File: src/rtl/commit_arbiter_if.sv
// Result bus between the execution branches, the commit arbiter and the writeback consumer.
// Upstream fields are flattened per branch (branch i in slice i); the output side carries one result.
`ifndef N_INSTR_BRANCHES
`define N_INSTR_BRANCHES 4
`endif

interface commit_arbiter_if #(
  parameter int data_width = 16,
  parameter int n_blocks   = 256,
  parameter int n_branches = `N_INSTR_BRANCHES
);
  localparam int BLK_W = (n_blocks > 1) ? $clog2(n_blocks) : 1;
  localparam int BR_W  = (n_branches > 1) ? $clog2(n_branches) : 1;

  logic [n_branches-1:0]            in_valid;
  logic [n_branches-1:0]            in_ready;
  logic [n_branches*BLK_W-1:0]      block_in;
  logic [n_branches*4-1:0]          dest_in;
  logic [n_branches*data_width-1:0] data_in;
  logic [n_branches*9-1:0]          commit_id_in;
  logic [n_branches-1:0]            commit_flag_in;

  logic                             out_valid;
  logic                             out_ready;
  logic [BLK_W-1:0]                 block_out;
  logic [3:0]                       dest_out;
  logic signed [data_width-1:0]     data_out;
  logic [8:0]                       commit_id_out;
  logic                             commit_flag_out;
  logic [BR_W-1:0]                  src_branch_out;

  modport master (
    output in_valid, block_in, dest_in, data_in, commit_id_in, commit_flag_in, out_ready,
    input  in_ready, out_valid, block_out, dest_out, data_out, commit_id_out,
           commit_flag_out, src_branch_out
  );

  modport slave (
    input  in_valid, block_in, dest_in, data_in, commit_id_in, commit_flag_in, out_ready,
    output in_ready, out_valid, block_out, dest_out, data_out, commit_id_out,
           commit_flag_out, src_branch_out
  );
endinterface

File: src/rtl/commit_arbiter.sv
// Merges branch results into one commit stream: ordered items in commit_id order, others round-robin.
// 1-cycle accept-to-out_valid; in_ready drops while the output register is stalled. Watchdog: COMMIT_WATCHDOG_EN.
`ifndef N_INSTR_BRANCHES
`define N_INSTR_BRANCHES 4
`endif

module commit_arbiter #(
  parameter int data_width = 16,
  parameter int n_blocks   = 256,
  parameter int n_branches = `N_INSTR_BRANCHES,
  parameter int timeout    = 1024
) (
  input  logic             clk,
  input  logic             reset,
  input  logic             enable,
  input  logic             sample_tick,
  commit_arbiter_if.slave  bus,
  output logic [8:0]       expected_id,
  output logic             stall_error
);
  localparam int BLK_W = (n_blocks > 1) ? $clog2(n_blocks) : 1;
  localparam int BR_W  = (n_branches > 1) ? $clog2(n_branches) : 1;

  if (timeout < 1) begin : g_timeout_chk
    $error("commit_arbiter: timeout must be at least 1");
  end

  logic [BLK_W-1:0]      w_blk  [n_branches];
  logic [3:0]            w_dst  [n_branches];
  logic [data_width-1:0] w_dat  [n_branches];
  logic [8:0]            w_cid  [n_branches];
  logic [n_branches-1:0] w_ord_req;
  logic [n_branches-1:0] w_rr_req;

  logic                  r_out_valid;
  logic [BLK_W-1:0]      r_block;
  logic [3:0]            r_dest;
  logic [data_width-1:0] r_data;
  logic [8:0]            r_cid;
  logic                  r_cflag;
  logic [BR_W-1:0]       r_src;
  logic [8:0]            r_expected_id;
  logic [BR_W-1:0]       r_rr_ptr;

  for (genvar i = 0; i < n_branches; i++) begin : g_unpack
    assign w_blk[i]     = bus.block_in[i*BLK_W +: BLK_W];
    assign w_dst[i]     = bus.dest_in[i*4 +: 4];
    assign w_dat[i]     = bus.data_in[i*data_width +: data_width];
    assign w_cid[i]     = bus.commit_id_in[i*9 +: 9];
    assign w_ord_req[i] = bus.in_valid[i] & bus.commit_flag_in[i] & (w_cid[i] == r_expected_id);
    assign w_rr_req[i]  = bus.in_valid[i] & ~bus.commit_flag_in[i];
  end

  logic            w_slot_free;
  logic            w_ord_hit;
  logic [BR_W-1:0] w_ord_idx;
  logic            w_rr_hit;
  logic [BR_W-1:0] w_rr_idx;
  logic            w_grant_vld;
  logic [BR_W-1:0] w_grant_idx;
  logic            w_accept;

  assign w_slot_free = ~r_out_valid | bus.out_ready;

  // Descending scans so the last hit written is the lowest index / nearest to rr_ptr.
  always_comb begin : ord_search
    w_ord_hit = 1'b0;
    w_ord_idx = '0;
    for (int i = n_branches - 1; i >= 0; i--) begin
      if (w_ord_req[i]) begin
        w_ord_hit = 1'b1;
        w_ord_idx = BR_W'(i);
      end
    end
  end

  always_comb begin : rr_search
    int              idx;
    logic [BR_W-1:0] j;
    w_rr_hit = 1'b0;
    w_rr_idx = '0;
    idx      = 0;
    j        = '0;
    for (int k = n_branches - 1; k >= 0; k--) begin
      idx = int'(r_rr_ptr) + k;
      if (idx >= n_branches) idx = idx - n_branches;
      j = BR_W'(idx);
      if (w_rr_req[j]) begin
        w_rr_hit = 1'b1;
        w_rr_idx = j;
      end
    end
  end

  assign w_grant_vld = enable & ~reset & w_slot_free & (w_ord_hit | w_rr_hit);
  assign w_grant_idx = w_ord_hit ? w_ord_idx : w_rr_idx;

  always_comb begin
    bus.in_ready = '0;
    if (w_grant_vld) bus.in_ready[w_grant_idx] = 1'b1;
  end

  assign w_accept = |(bus.in_valid & bus.in_ready);

  always_ff @(posedge clk) begin
    if (reset) begin
      r_out_valid   <= 1'b0;
      r_block       <= '0;
      r_dest        <= '0;
      r_data        <= '0;
      r_cid         <= '0;
      r_cflag       <= 1'b0;
      r_src         <= '0;
      r_expected_id <= '0;
      r_rr_ptr      <= '0;
    end else if (enable) begin
      if (w_accept) begin
        r_out_valid <= 1'b1;
        r_block     <= w_blk[w_grant_idx];
        r_dest      <= w_dst[w_grant_idx];
        r_data      <= w_dat[w_grant_idx];
        r_cid       <= w_cid[w_grant_idx];
        r_cflag     <= w_ord_hit;
        r_src       <= w_grant_idx;
        if (!w_ord_hit)
          r_rr_ptr <= (w_grant_idx == BR_W'(n_branches - 1)) ? '0 : w_grant_idx + 1'b1;
      end else if (bus.out_ready && r_out_valid) begin
        r_out_valid <= 1'b0;
      end
      // A new sample program restarts the ordering chain even if an ordered item commits now.
      if (sample_tick)
        r_expected_id <= '0;
      else if (w_accept && w_ord_hit)
        r_expected_id <= r_expected_id + 9'd1;
    end
  end

  assign bus.out_valid       = r_out_valid;
  assign bus.block_out       = r_block;
  assign bus.dest_out        = r_dest;
  assign bus.data_out        = $signed(r_data);
  assign bus.commit_id_out   = r_cid;
  assign bus.commit_flag_out = r_cflag;
  assign bus.src_branch_out  = r_src;
  assign expected_id         = r_expected_id;

`ifdef COMMIT_WATCHDOG_EN
  logic [15:0] r_wd_cnt;
  logic        r_stall_error;
  logic        w_ord_pending;

  assign w_ord_pending = |(bus.in_valid & bus.commit_flag_in);

  always_ff @(posedge clk) begin
    if (reset) begin
      r_wd_cnt      <= '0;
      r_stall_error <= 1'b0;
    end else if (enable) begin
      if (sample_tick) begin
        r_wd_cnt      <= '0;
        r_stall_error <= 1'b0;
      end else if (w_accept) begin
        r_wd_cnt <= '0;
      end else if (w_ord_pending && (r_wd_cnt != 16'(timeout))) begin
        r_wd_cnt <= r_wd_cnt + 16'd1;
        if (r_wd_cnt + 16'd1 == 16'(timeout)) r_stall_error <= 1'b1;
      end
    end
  end

  assign stall_error = r_stall_error;
`else
  assign stall_error = 1'b0;
`endif

endmodule

File: src/flat_wrapper.sv
// flat-port wrapper written by rule: the top's interface ports become plain ports
module commit_arbiter_flat 
#(
  parameter int data_width = 16,
  parameter int n_blocks   = 256,
  parameter int n_branches = `N_INSTR_BRANCHES,
  parameter int timeout    = 1024
)
  (clk, reset, enable, sample_tick, expected_id, stall_error, bus_in_valid, bus_block_in, bus_dest_in, bus_data_in, bus_commit_id_in, bus_commit_flag_in, bus_out_ready, bus_in_ready, bus_out_valid, bus_block_out, bus_dest_out, bus_data_out, bus_commit_id_out, bus_commit_flag_out, bus_src_branch_out);
  commit_arbiter_if #(.data_width(data_width), .n_blocks(n_blocks), .n_branches(n_branches)) bus_i ();
  input  logic clk;
  input  logic reset;
  input  logic enable;
  input  logic sample_tick;
  output logic [8:0] expected_id;
  output logic stall_error;
  input wire logic [$bits(bus_i.in_valid)-1:0] bus_in_valid;
  input wire logic [$bits(bus_i.block_in)-1:0] bus_block_in;
  input wire logic [$bits(bus_i.dest_in)-1:0] bus_dest_in;
  input wire logic [$bits(bus_i.data_in)-1:0] bus_data_in;
  input wire logic [$bits(bus_i.commit_id_in)-1:0] bus_commit_id_in;
  input wire logic [$bits(bus_i.commit_flag_in)-1:0] bus_commit_flag_in;
  input wire logic [$bits(bus_i.out_ready)-1:0] bus_out_ready;
  output wire logic [$bits(bus_i.in_ready)-1:0] bus_in_ready;
  output wire logic [$bits(bus_i.out_valid)-1:0] bus_out_valid;
  output wire logic [$bits(bus_i.block_out)-1:0] bus_block_out;
  output wire logic [$bits(bus_i.dest_out)-1:0] bus_dest_out;
  output wire logic [$bits(bus_i.data_out)-1:0] bus_data_out;
  output wire logic [$bits(bus_i.commit_id_out)-1:0] bus_commit_id_out;
  output wire logic [$bits(bus_i.commit_flag_out)-1:0] bus_commit_flag_out;
  output wire logic [$bits(bus_i.src_branch_out)-1:0] bus_src_branch_out;
  assign bus_i.in_valid = bus_in_valid;
  assign bus_i.block_in = bus_block_in;
  assign bus_i.dest_in = bus_dest_in;
  assign bus_i.data_in = bus_data_in;
  assign bus_i.commit_id_in = bus_commit_id_in;
  assign bus_i.commit_flag_in = bus_commit_flag_in;
  assign bus_i.out_ready = bus_out_ready;
  assign bus_in_ready = bus_i.in_ready;
  assign bus_out_valid = bus_i.out_valid;
  assign bus_block_out = bus_i.block_out;
  assign bus_dest_out = bus_i.dest_out;
  assign bus_data_out = bus_i.data_out;
  assign bus_commit_id_out = bus_i.commit_id_out;
  assign bus_commit_flag_out = bus_i.commit_flag_out;
  assign bus_src_branch_out = bus_i.src_branch_out;
  commit_arbiter #(.data_width(data_width), .n_blocks(n_blocks), .n_branches(n_branches), .timeout(timeout)) u_core (.clk(clk), .reset(reset), .enable(enable), .sample_tick(sample_tick), .bus(bus_i), .expected_id(expected_id), .stall_error(stall_error));
endmodule
File: config.mk
export PLATFORM = sky130hd
export DESIGN_NAME = commit_arbiter_flat
export DESIGN_NICKNAME = d
export VERILOG_FILES = /design/src/rtl/commit_arbiter_if.sv /design/src/rtl/commit_arbiter.sv /design/src/flat_wrapper.sv
export SDC_FILE = /design/constraint.sdc
export NUM_CORES = 1
export LEC_CHECK = 0
export ABC_CLOCK_PERIOD_IN_PS = 4850
export BUFFER_PORTS_ARGS = -buffer_cell sky130_fd_sc_hd__buf_2
export CORE_UTILIZATION = 40
export CTS_CLUSTER_DIAMETER = 200
export DETAILED_ROUTE_END_ITERATION = 6
export PLACE_DENSITY = 0.73
export SLEW_MARGIN = 25
export SYNTH_ARGS = -nofsm -noshare
export SYNTH_HDL_FRONTEND = slang
export SYNTH_SLANG_ARGS = --single-unit
File: constraint.sdc
create_clock -name clk -period 4.85 [get_ports clk]
set_input_delay 0.97 -clock clk [delete_from_list [all_inputs] [get_ports clk]]
set_output_delay 0.97 -clock clk [all_outputs]
set_load 0.03 [all_outputs]
Word level (Yosys, flattened, before mapping)
Cells that the tools add are included.
- magnitude comparators: 11
- equal/unequal tests: 5
- bitwise operators: 26
- muxes and demuxes: 49
- reductions and logical operators: 10
- add/subtract/negate cells: 9
- operator list (operator ; number):
    9-bit == test ; 4
    9-bit 2-to-1 mux ; 4
    16-bit binary-select mux with 2-bit select ; 1
    16-bit 2-to-1 mux ; 2
    2-bit 2-to-1 mux ; 14
    9-bit binary-select mux with 2-bit select ; 1
    8-bit binary-select mux with 2-bit select ; 1
    8-bit 2-to-1 mux ; 2
    1-bit bitwise AND ; 15
    2-bit by 3-bit < comparator with 1-bit output, second input constant ; 5
    1-bit 2-to-1 mux ; 15
    3-bit greater-or-equal comparator, second input constant ; 4
    4-bit 2-to-1 mux ; 3
    9-bit by 1-bit adder with 9-bit output, second input constant ; 1
    1-bit binary-select mux with 2-bit select ; 4
    4-bit binary-select mux with 2-bit select ; 1
    2-bit by 1-bit subtractor with 2-bit output, second input constant ; 4
    1-bit NOT ; 7
    2-bit by 2-bit adder with 3-bit output, second input constant ; 2
    2-bit AND reduction ; 3
    4-bit bitwise AND ; 1
    2-bit nonzero test ; 2
    4-bit OR reduction ; 1
    2-bit by 1-bit adder with 3-bit output, second input constant ; 1
    other kinds (9) ; 12
- logic and storage cells: 119
- output and inout bits: 55
- input bits: 161
- register bits after elaboration: 52

Logic depth before layout (Yosys ltp)
Gate-level depths: netlist of run 1.
- depth in word-level cells: 20
- gate-level depth with buffers: 16

Worst setup path before layout of run 1
Ideal clock, no wire load.
- path type: input-to-output
- start: input port bus_commit_id_in[21]
- end: output port bus_in_ready[1]
- arrival: 2.830 ns
- buffers on the path: 1
- cell stages on the path: 9
- slack: 1.050 ns
- path through: xor2_1 > nor4_2 > and4_1 > a21oi_1 > o21bai_1 > clkbuf_1 > inv_1 > ha_1 > and2_1
- word-level cells in the longest chain between the ends: 11
- RTL lines (what ; RTL line ; source):
    start, declared ; flat_wrapper.sv:21 ; input wire logic [$bits(bus_i.commit_id_in)-1:0] bus_commit_id_in;
    9-bit == test * ; commit_arbiter.sv:50 ; assign w_ord_req[i] = bus.in_valid[i] & bus.commit_flag_in[i] & (w_cid[i] == r_expected_id);
    1-bit bitwise AND * ; commit_arbiter.sv:50 ;
    2-bit 2-to-1 mux / 1-bit 2-to-1 mux (equally long branches) (3 in series) ; commit_arbiter.sv:70 ; if (w_ord_req[i]) begin
    2-bit 2-to-1 mux * ; commit_arbiter.sv:96 ; assign w_grant_idx = w_ord_hit ? w_ord_idx : w_rr_idx;
    net u_core.w_grant_idx[0] ; commit_arbiter.sv:60 ; logic [BR_W-1:0] w_grant_idx;
    2-bit by 3-bit < comparator with 1-bit output (not written as such) / 2-bit by 1-bit greater-or-equal comparator with 1-bit output (equally long branches) ; commit_arbiter.sv:100 ; if (w_grant_vld) bus.in_ready[w_grant_idx] = 1'b1;
    1-bit logical AND (not written as such) ; commit_arbiter.sv:100 ;
    1-bit 2-to-1 mux (not written as such) ; commit_arbiter.sv:100 ;
    1-bit demux with 2-bit select * ; -- ;
    4-bit 2-to-1 mux * ; commit_arbiter.sv:100 ;
    end, declared ; flat_wrapper.sv:24 ; output wire logic [$bits(bus_i.in_ready)-1:0] bus_in_ready;
Mark *: on every way through the listed nets, which the timed path passes. The rest lies on a longest branch.

Worst setup path in the final report of run 1
- start: input port bus_commit_id_in[33]
- end: output port bus_in_ready[1]
- word-level cells in the longest chain between the ends: 12
- RTL lines (what ; RTL line):
    9-bit == test * ; commit_arbiter.sv:50
    1-bit bitwise AND * ; commit_arbiter.sv:50
    2-bit 2-to-1 mux / 1-bit 2-to-1 mux (equally long branches) (4 in series) ; commit_arbiter.sv:70
    2-bit 2-to-1 mux ; commit_arbiter.sv:96
    2-bit by 3-bit < comparator with 1-bit output (not written as such) / 2-bit by 1-bit greater-or-equal comparator with 1-bit output (equally long branches) ; commit_arbiter.sv:100
    1-bit logical AND (not written as such) ; commit_arbiter.sv:100
    1-bit 2-to-1 mux (not written as such) ; commit_arbiter.sv:100
    1-bit demux with 2-bit select ; --
    4-bit 2-to-1 mux * ; commit_arbiter.sv:100
Mark *: on every way between the ends. The rest lies on a longest branch, timed or not.

==> results.py, run 1 <==
metrics = {
    "outcome": {
        "outcome": "finished, final reports clean",
    },
    "drt": {
        "drc": 0,
        "via_count": 3782,
        "residual_antenna_violating_net_count_after_detailed_routing": 0,
        "finalWirelength_um": 10900,
        "drt_first_pass_iters": 6,
        "number_of_vias_per_cell_after_detailed_routing": 5.07,
        "wl_per_cell_um": 14.6,
        "drt-initial-drc-count": 102,
    },
    "cells_and_area": {
        "final_cell_mix": "sky130_fd_sc_hd__buf_2 (214), sky130_fd_sc_hd__mux2i_1 (77), sky130_fd_sc_hd__dfxtp_1 (52)",
        "num-fill-cells": 912,
        "seqCellArea_sq_um": 1040,
        "drive_above_1_share": 0.446,
        "antenna_cells": 0,
        "mostFrequentLayoutCell": "sky130_fd_sc_hd__buf_2",
        "area_growth_syn_to_layout_pct": 31.5,
        "final_area_sq_um": 5080,
        "final-instance-count-excl-fill": 746,
        "final_net_count": 782,
        "multi_input_comb_area_sq_um": 2570,
    },
    "floorplanning": {
        "die_area_sq_um": 10100,
        "design.core.area_sq_um": 9280,
        "io_pins": 216,
        "row_count": 35,
        "initial_core_util": 0.416,
        "die-height_um": 100,
        "die_width_um": 100,
    },
    "power": {
        "power.combinational.fraction": 0.339,
        "total_leakage_power_nw": 2.39,
        "power.net_switching_uw": 377,
        "pwr-share-clk": 0.263,
        "sequentialPowerShare": 0.397,
        "switching_share": 0.322,
        "fin_total_pwr_mw": 1.17,
        "max-vdd-ir-drop_mv": 0.139,
        "intPower_uw": 793,
        "power.density_nw_per_um2": 230,
    },
    "synthesis": {
        "synthTopCellsByArea": "sky130_fd_sc_hd__dfxtp_1 (27%), sky130_fd_sc_hd__mux2i_1 (20%), sky130_fd_sc_hd__mux2_2 (11%), sky130_fd_sc_hd__nand3_1 (6.1%), sky130_fd_sc_hd__o21ai_1 (5.1%)",
        "synth_top_cell_by_area": "sky130_fd_sc_hd__dfxtp_1",
        "synth_sequential_area_ratio": 0.270,
        "netlist.area_leader.share": 0.270,
        "netlist-cell-type-count": 46,
        "synthAdderAreaFrac": 0.0162,
        "synth_edf_count": 0,
        "synthArstFlopShare": 0,
        "syn-cell-area_sq_um": 3860,
        "post_synth_xor_xnor_area": 0.0884,
        "fraction_of_synthesized_area_in_multiplexers": 0.310,
        "synth.net_count": 590,
        "synthesized_area_fraction_occupied_by_ao_oa_aoi_and_oai_cells": 0.110,
        "synthSimpleGateAreaFrac": 0.136,
        "synth_warnings": 0,
        "post_synth_inst_count": 424,
        "synth_area_per_cell_sq_um": 9.11,
        "synth-main-ff-cell": "sky130_fd_sc_hd__dfxtp_1",
        "yosys_register_bits": 52,
        "synth_top_family_by_area": "multiplexers",
    },
    "setup_path": {
        "worstPathMaxFanout": 6,
        "setup.worst_path.start_class": "input pin",
        "worstPathArrival_ns": 3.02,
        "setup.worst_path.end_class": "output port",
        "crit_type": "input pin to output port",
        "crit_required_ns": 3.88,
    },
    "global_route": {
        "globalRouteMet3Util": 0.0453,
        "maximum_number_of_pins_on_one_net_before_global_route_repair": 44,
        "antenna_found_initial": 0,
        "grt_use_met2": 0.388,
        "global_routing_usage_summed_across_all_routing_layers": 0.208,
        "grt_first_pass_wirelength_um": 16700,
        "first_global_vias": 3566,
        "top_usage_layer": "met2",
        "m1_gr_usage": 0.242,
        "global_route.overflow_total": 0,
    },
    "placement": {
        "placedInstanceArea_sq_um": 4950,
        "placed_cells": 737,
        "place.detailed.hpwl_um": 8720,
        "gp_congestion": 0.844,
        "place.port_buffers": 214,
    },
    "sta": {
        "fin_skew_ns": 0.0161,
        "timing.final.crit_share": 0.822,
        "max_clock_freq_mhz": 251,
        "worstMarginPinSlew_ns": 0.703,
        "timing.final.setup_violations": 0,
        "rsz0062_at_grt": "no",
        "final_period_minus_worst_setup_slack_ns": 3.99,
        "maxSlewViolCount": 0,
        "setup_tns_ns": 0,
        "timing_hold_violations_final": 0,
        "worst_max_slew_margin_expressed_relative_to_the_limit": 0.528,
    },
    "clocking": {
        "cts_tree": "done",
        "post_cts_buffers": 0,
        "clockRootBuffer": "sky130_fd_sc_hd__clkbuf_8",
        "postCtsHoldBufs": 0,
        "numCtsBuffers": 5,
        "cts.sink_count": 52,
        "cts_resized": 0,
        "clk_pin_slew_ns": 0.09,
        "skew_pair_late_insertion_delay_ns": 0.32,
        "clock_tree.htree_level_count": 2,
        "largest_buffer_count_on_any_clock_path": 2,
    },
    "hold_path": {
        "hold_path.class": "flop to flop",
    },
    "job": {
        "drv_cap": 0,
    },
}
flip-flops by register name (all words and copies together) (netlist names):
name                        count
u_core.bus.dest_out             4
u_core.bus.commit_flag_out      1
u_core.bus.src_branch_out       2
u_core.expected_id              9
u_core.bus.block_out            8
u_core.r_rr_ptr                 2
u_core.bus.data_out            16
u_core.bus.out_valid            1
u_core.bus.commit_id_out        9
final cells by class:
type,count,area share
clock inverter,3,0.00912
tap,129,0.0318
multi-input combinational,323,0.506
timing repair buffer,221,0.225
sequential,52,0.205
inverter,13,0.00961
clock buffer,5,0.0136
Yosys cell counts, types with 3 or more instances:
master	instances
sky130_fd_sc_hd__a21oi_1	7
sky130_fd_sc_hd__a22o_1	4
sky130_fd_sc_hd__and2_1	4
sky130_fd_sc_hd__and3_1	5
sky130_fd_sc_hd__buf_2	11
sky130_fd_sc_hd__buf_4	7
sky130_fd_sc_hd__buf_8	3
sky130_fd_sc_hd__clkbuf_1	14
sky130_fd_sc_hd__dfxtp_1	52
sky130_fd_sc_hd__ha_1	5
sky130_fd_sc_hd__inv_1	12
sky130_fd_sc_hd__mux2_2	38
sky130_fd_sc_hd__mux2i_1	77
sky130_fd_sc_hd__nand2_1	7
sky130_fd_sc_hd__nand2b_1	4
sky130_fd_sc_hd__nand3_1	47
sky130_fd_sc_hd__nand4_1	5
sky130_fd_sc_hd__nor2_1	10
sky130_fd_sc_hd__nor3_1	3
sky130_fd_sc_hd__o21ai_1	39
sky130_fd_sc_hd__xnor2_1	22
sky130_fd_sc_hd__xor2_1	17
power groups by stage:
stage,registers [mW],clock network (mW),logic [mW]
floorplan,0.522,0,0.220
global placement,0.474,0,0.388
detailed placement,0.474,0,0.398
CTS,0.465,0.313,0.399
global route,0.468,0.330,0.431
finish,0.465,0.308,0.397
kinds of logic after synthesis:
logic type               Yosys count
multiplexers                     115
AND/OR/NAND/NOR                   97
AO/OA/AOI/OAI                     66
flip-flops                        52
buffers and inverters             49
XOR/XNOR                          39
adder cells (fa/ha/maj)            5
other                              1
worst paths after layout:
path / start / endpoint / slack [ns] / cells after the start
max: bus_commit_id_in[33] / bus_in_ready[1] / 0.86 / 9
min: u_core.bus.commit_id_out[2]$_SDFFE_PP0P_ / u_core.bus.commit_id_out[2]$_SDFFE_PP0P_ / 0.46 / 2
max reg2reg: u_core.expected_id[1]$_SDFFE_PP0P_ / u_core.bus.data_out[7]$_SDFFE_PP0P_ / 1.31 / 13
min reg2reg: u_core.bus.commit_id_out[2]$_SDFFE_PP0P_ / u_core.bus.commit_id_out[2]$_SDFFE_PP0P_ / 0.46 / 2
worst max-delay path, stage by stage:
cell and delay [ns]:
sky130_fd_sc_hd__buf_2 0.11, sky130_fd_sc_hd__xor2_1 0.13, sky130_fd_sc_hd__nor4_1 0.51, sky130_fd_sc_hd__nand3_1 0.23
sky130_fd_sc_hd__a311oi_4 0.41, sky130_fd_sc_hd__inv_1 0.13, sky130_fd_sc_hd__ha_1 0.22, sky130_fd_sc_hd__and2_1 0.13
sky130_fd_sc_hd__buf_2 0.17
layer usage:
metal | part of all wire | vias up
li1 | - | 1903
met1 | 0.41 | 1708
met2 | 0.51 | 162
met3 | 0.076 | 9
met4 | 0.011 | 0
met5 | 0 | -
through the flow:
step                      worst slack (ns)  hold slack, ns   util
after floorplan                       1.05           0.479      -
after global placement               0.986           0.439  0.533
after detailed placement             0.790           0.448  0.533
after CTS                            0.862           0.463  0.545
after global routing                 0.704           0.480  0.547
final                                0.862           0.460  0.547
No activity file was read; power rests on OpenSTA's default activity.
==> run 2, diff against run 1 <==
- ABC_CLOCK_PERIOD_IN_PS: 4850 -> 4200
- clock period: 4.85 -> 4.2 ns (I/O delays scaled with it)
==> run 2 against run 1 <==
Routed wire length increased by 0.65%. Flip-flop and latch count unchanged. Cell count decreased by 0.13%. Via count increased by 0.98%. Highest routed layer unchanged.
==> results.py, run 2 (synthesis results as in run 1) <==
metrics = {
    "drt": {
        "finalWirelength_um": 10900,
        "wl_per_cell_um": 14.7,
        "drc": 0,
        "drt_first_pass_iters": 4,
        "drt-initial-drc-count": 134,
        "residual_antenna_violating_net_count_after_detailed_routing": 0,
        "number_of_vias_per_cell_after_detailed_routing": 5.13,
        "via_count": 3819,
    },
    "placement": {
        "place.detailed.hpwl_um": 8530,
        "dp_slack_ns": 0.337,
        "placedInstanceArea_sq_um": 4960,
        "place.port_buffers": 214,
        "gp_congestion": 0.876,
    },
    "clocking": {
        "clk_pin_slew_ns": 0.10,
        "cts_resized": 0,
        "largest_buffer_count_on_any_clock_path": 2,
        "clockRootBuffer": "sky130_fd_sc_hd__clkbuf_8",
        "postCtsHoldBufs": 0,
        "clock_tree.htree_level_count": 2,
        "post_cts_buffers": 0,
        "numCtsBuffers": 5,
        "skew_pair_late_insertion_delay_ns": 0.31,
        "cts.sink_count": 52,
        "cts_tree": "done",
    },
    "setup_path": {
        "worstPathMaxFanout": 4,
        "worstPathArrival_ns": 2.91,
        "worst_r2r_path_depth": 12,
        "r2r_end": "u_core.expected_id[0]$_SDFFE_PP0P_",
        "timing.reg2reg.setup_slack_ns": 0.65,
        "rr_startpoint": "u_core.expected_id[1]$_SDFFE_PP0P_",
        "timing.critical_path.to": "bus_in_ready[1]",
        "startpoint": "bus_commit_id_in[33]",
        "setup.worst_path.end_class": "output port",
        "crit_required_ns": 3.36,
        "crit_type": "input pin to output port",
        "setup.worst_path.start_class": "input pin",
    },
    "cells_and_area": {
        "final_net_count": 781,
        "mostFrequentLayoutCell": "sky130_fd_sc_hd__buf_2",
        "multi_input_comb_area_sq_um": 2570,
        "area_growth_syn_to_layout_pct": 30.8,
        "num-fill-cells": 890,
        "antenna_cells": 0,
        "seqCellArea_sq_um": 1040,
        "final_cell_mix": "sky130_fd_sc_hd__buf_2 (214), sky130_fd_sc_hd__mux2i_1 (77), sky130_fd_sc_hd__dfxtp_1 (52)",
        "final_area_sq_um": 5050,
        "layout.core_utilization": 0.544,
        "largest_register_ff_count": 16,
        "drive_above_1_share": 0.443,
    },
    "sta": {
        "worst_max_slew_margin_expressed_relative_to_the_limit": 0.519,
        "rsz0062_at_grt": "no",
        "maxSlewViolCount": 0,
        "postLayoutSetupSlackWorst_ns": 0.447,
        "timing.final.crit_share": 0.894,
        "max_clock_freq_mhz": 266,
        "setup_tns_ns": 0,
        "fin_skew_ns": 0.00657,
        "final_period_minus_worst_setup_slack_ns": 3.75,
        "worstMarginPinSlew_ns": 0.716,
        "timing.final.setup_violations": 0,
        "timing_hold_violations_final": 0,
    },
    "floorplanning": {
        "io_pins": 216,
        "row_count": 35,
        "die-height_um": 100,
        "die_width_um": 100,
        "initial_core_util": 0.416,
        "design.core.area_sq_um": 9280,
        "die_area_sq_um": 10100,
    },
    "global_route": {
        "first_global_vias": 3560,
        "global_route.overflow_total": 0,
        "antenna_found_initial": 0,
        "maximum_number_of_pins_on_one_net_before_global_route_repair": 76,
        "grt_first_pass_wirelength_um": 16800,
        "global_routing_usage_summed_across_all_routing_layers": 0.209,
    },
    "outcome": {
        "outcome": "finished, final reports clean",
    },
    "hold_path": {
        "hold_path.class": "flop to flop",
    },
    "job": {
        "drv_cap": 0,
    },
    "power": {
        "max-vdd-ir-drop_mv": 0.135,
        "power.density_nw_per_um2": 258,
        "fin_total_pwr_mw": 1.30,
        "total_leakage_power_nw": 2.38,
    },
}
-- run 2: cell count changes in the layout (fill, tap and decap cells not counted), sizes merged --
cell / previous run / this run
buf: 221 / 220
bufinv: 1 / 0
clkbuf: 5 / 7
inv: 13 / 12
-- run 2: cell type report --
cell class	count	area share
multi-input combinational	323	0.508
timing repair buffer	220	0.226
sequential	52	0.206
tap	129	0.0319
clock buffer	7	0.0171
inverter	13	0.00966
clock inverter	1	0.00149
-- run 2: layer usage --
layer	routed length [um]	part of all wire	global-route usage	up-vias
met5	0	0	0	-
met4	184	0.017	0.0613	0
met3	793	0.072	0.0432	16
met2	5410	0.49	0.379	188
met1	4560	0.42	0.248	1719
li1	-	-	-	1896
-- run 2: worst min-delay path by stage --
stage                                                 to  cells after the start                            startpoint  slack, ns
detailed placement  u_core.bus.data_out[13]$_SDFFE_PP0P_                      2  u_core.bus.data_out[13]$_SDFFE_PP0P_       0.44
CTS                 u_core.bus.data_out[13]$_SDFFE_PP0P_                      2  u_core.bus.data_out[13]$_SDFFE_PP0P_       0.46
finish              u_core.bus.data_out[13]$_SDFFE_PP0P_                      2  u_core.bus.data_out[13]$_SDFFE_PP0P_       0.46
global placement     u_core.bus.data_out[1]$_SDFFE_PP0P_                      2   u_core.bus.data_out[1]$_SDFFE_PP0P_       0.44
global route        u_core.bus.data_out[13]$_SDFFE_PP0P_                      2  u_core.bus.data_out[13]$_SDFFE_PP0P_       0.48
floorplan                u_core.r_rr_ptr[0]$_SDFFE_PP0P_                      2       u_core.r_rr_ptr[0]$_SDFFE_PP0P_       0.48
-- run 2: worst max-delay path: stages --
cell and delay [ns]:
sky130_fd_sc_hd__buf_2 0.11, sky130_fd_sc_hd__xor2_1 0.14, sky130_fd_sc_hd__nor4_1 0.52, sky130_fd_sc_hd__nand3_1 0.24
sky130_fd_sc_hd__a311oi_4 0.41, sky130_fd_sc_hd__inv_1 0.13, sky130_fd_sc_hd__ha_1 0.21, sky130_fd_sc_hd__and2_1 0.14
sky130_fd_sc_hd__buf_2 0.17
-- run 2: stage by stage --
| stage | hold slack [ns] | std cells |
|---|---|---|
| after detailed placement | 0.445 | 737 |
| after global routing | 0.476 | 745 |
| after CTS | 0.459 | 745 |
| after floorplan | 0.479 | 424 |
| final | 0.456 | 745 |
| after global placement | 0.441 | 737 |
-- run 2: where the power goes --
group / switching (mW) / internal (mW)
registers: 0.0141 / 0.522
logic: 0.245 / 0.215
clock network: 0.174 / 0.134
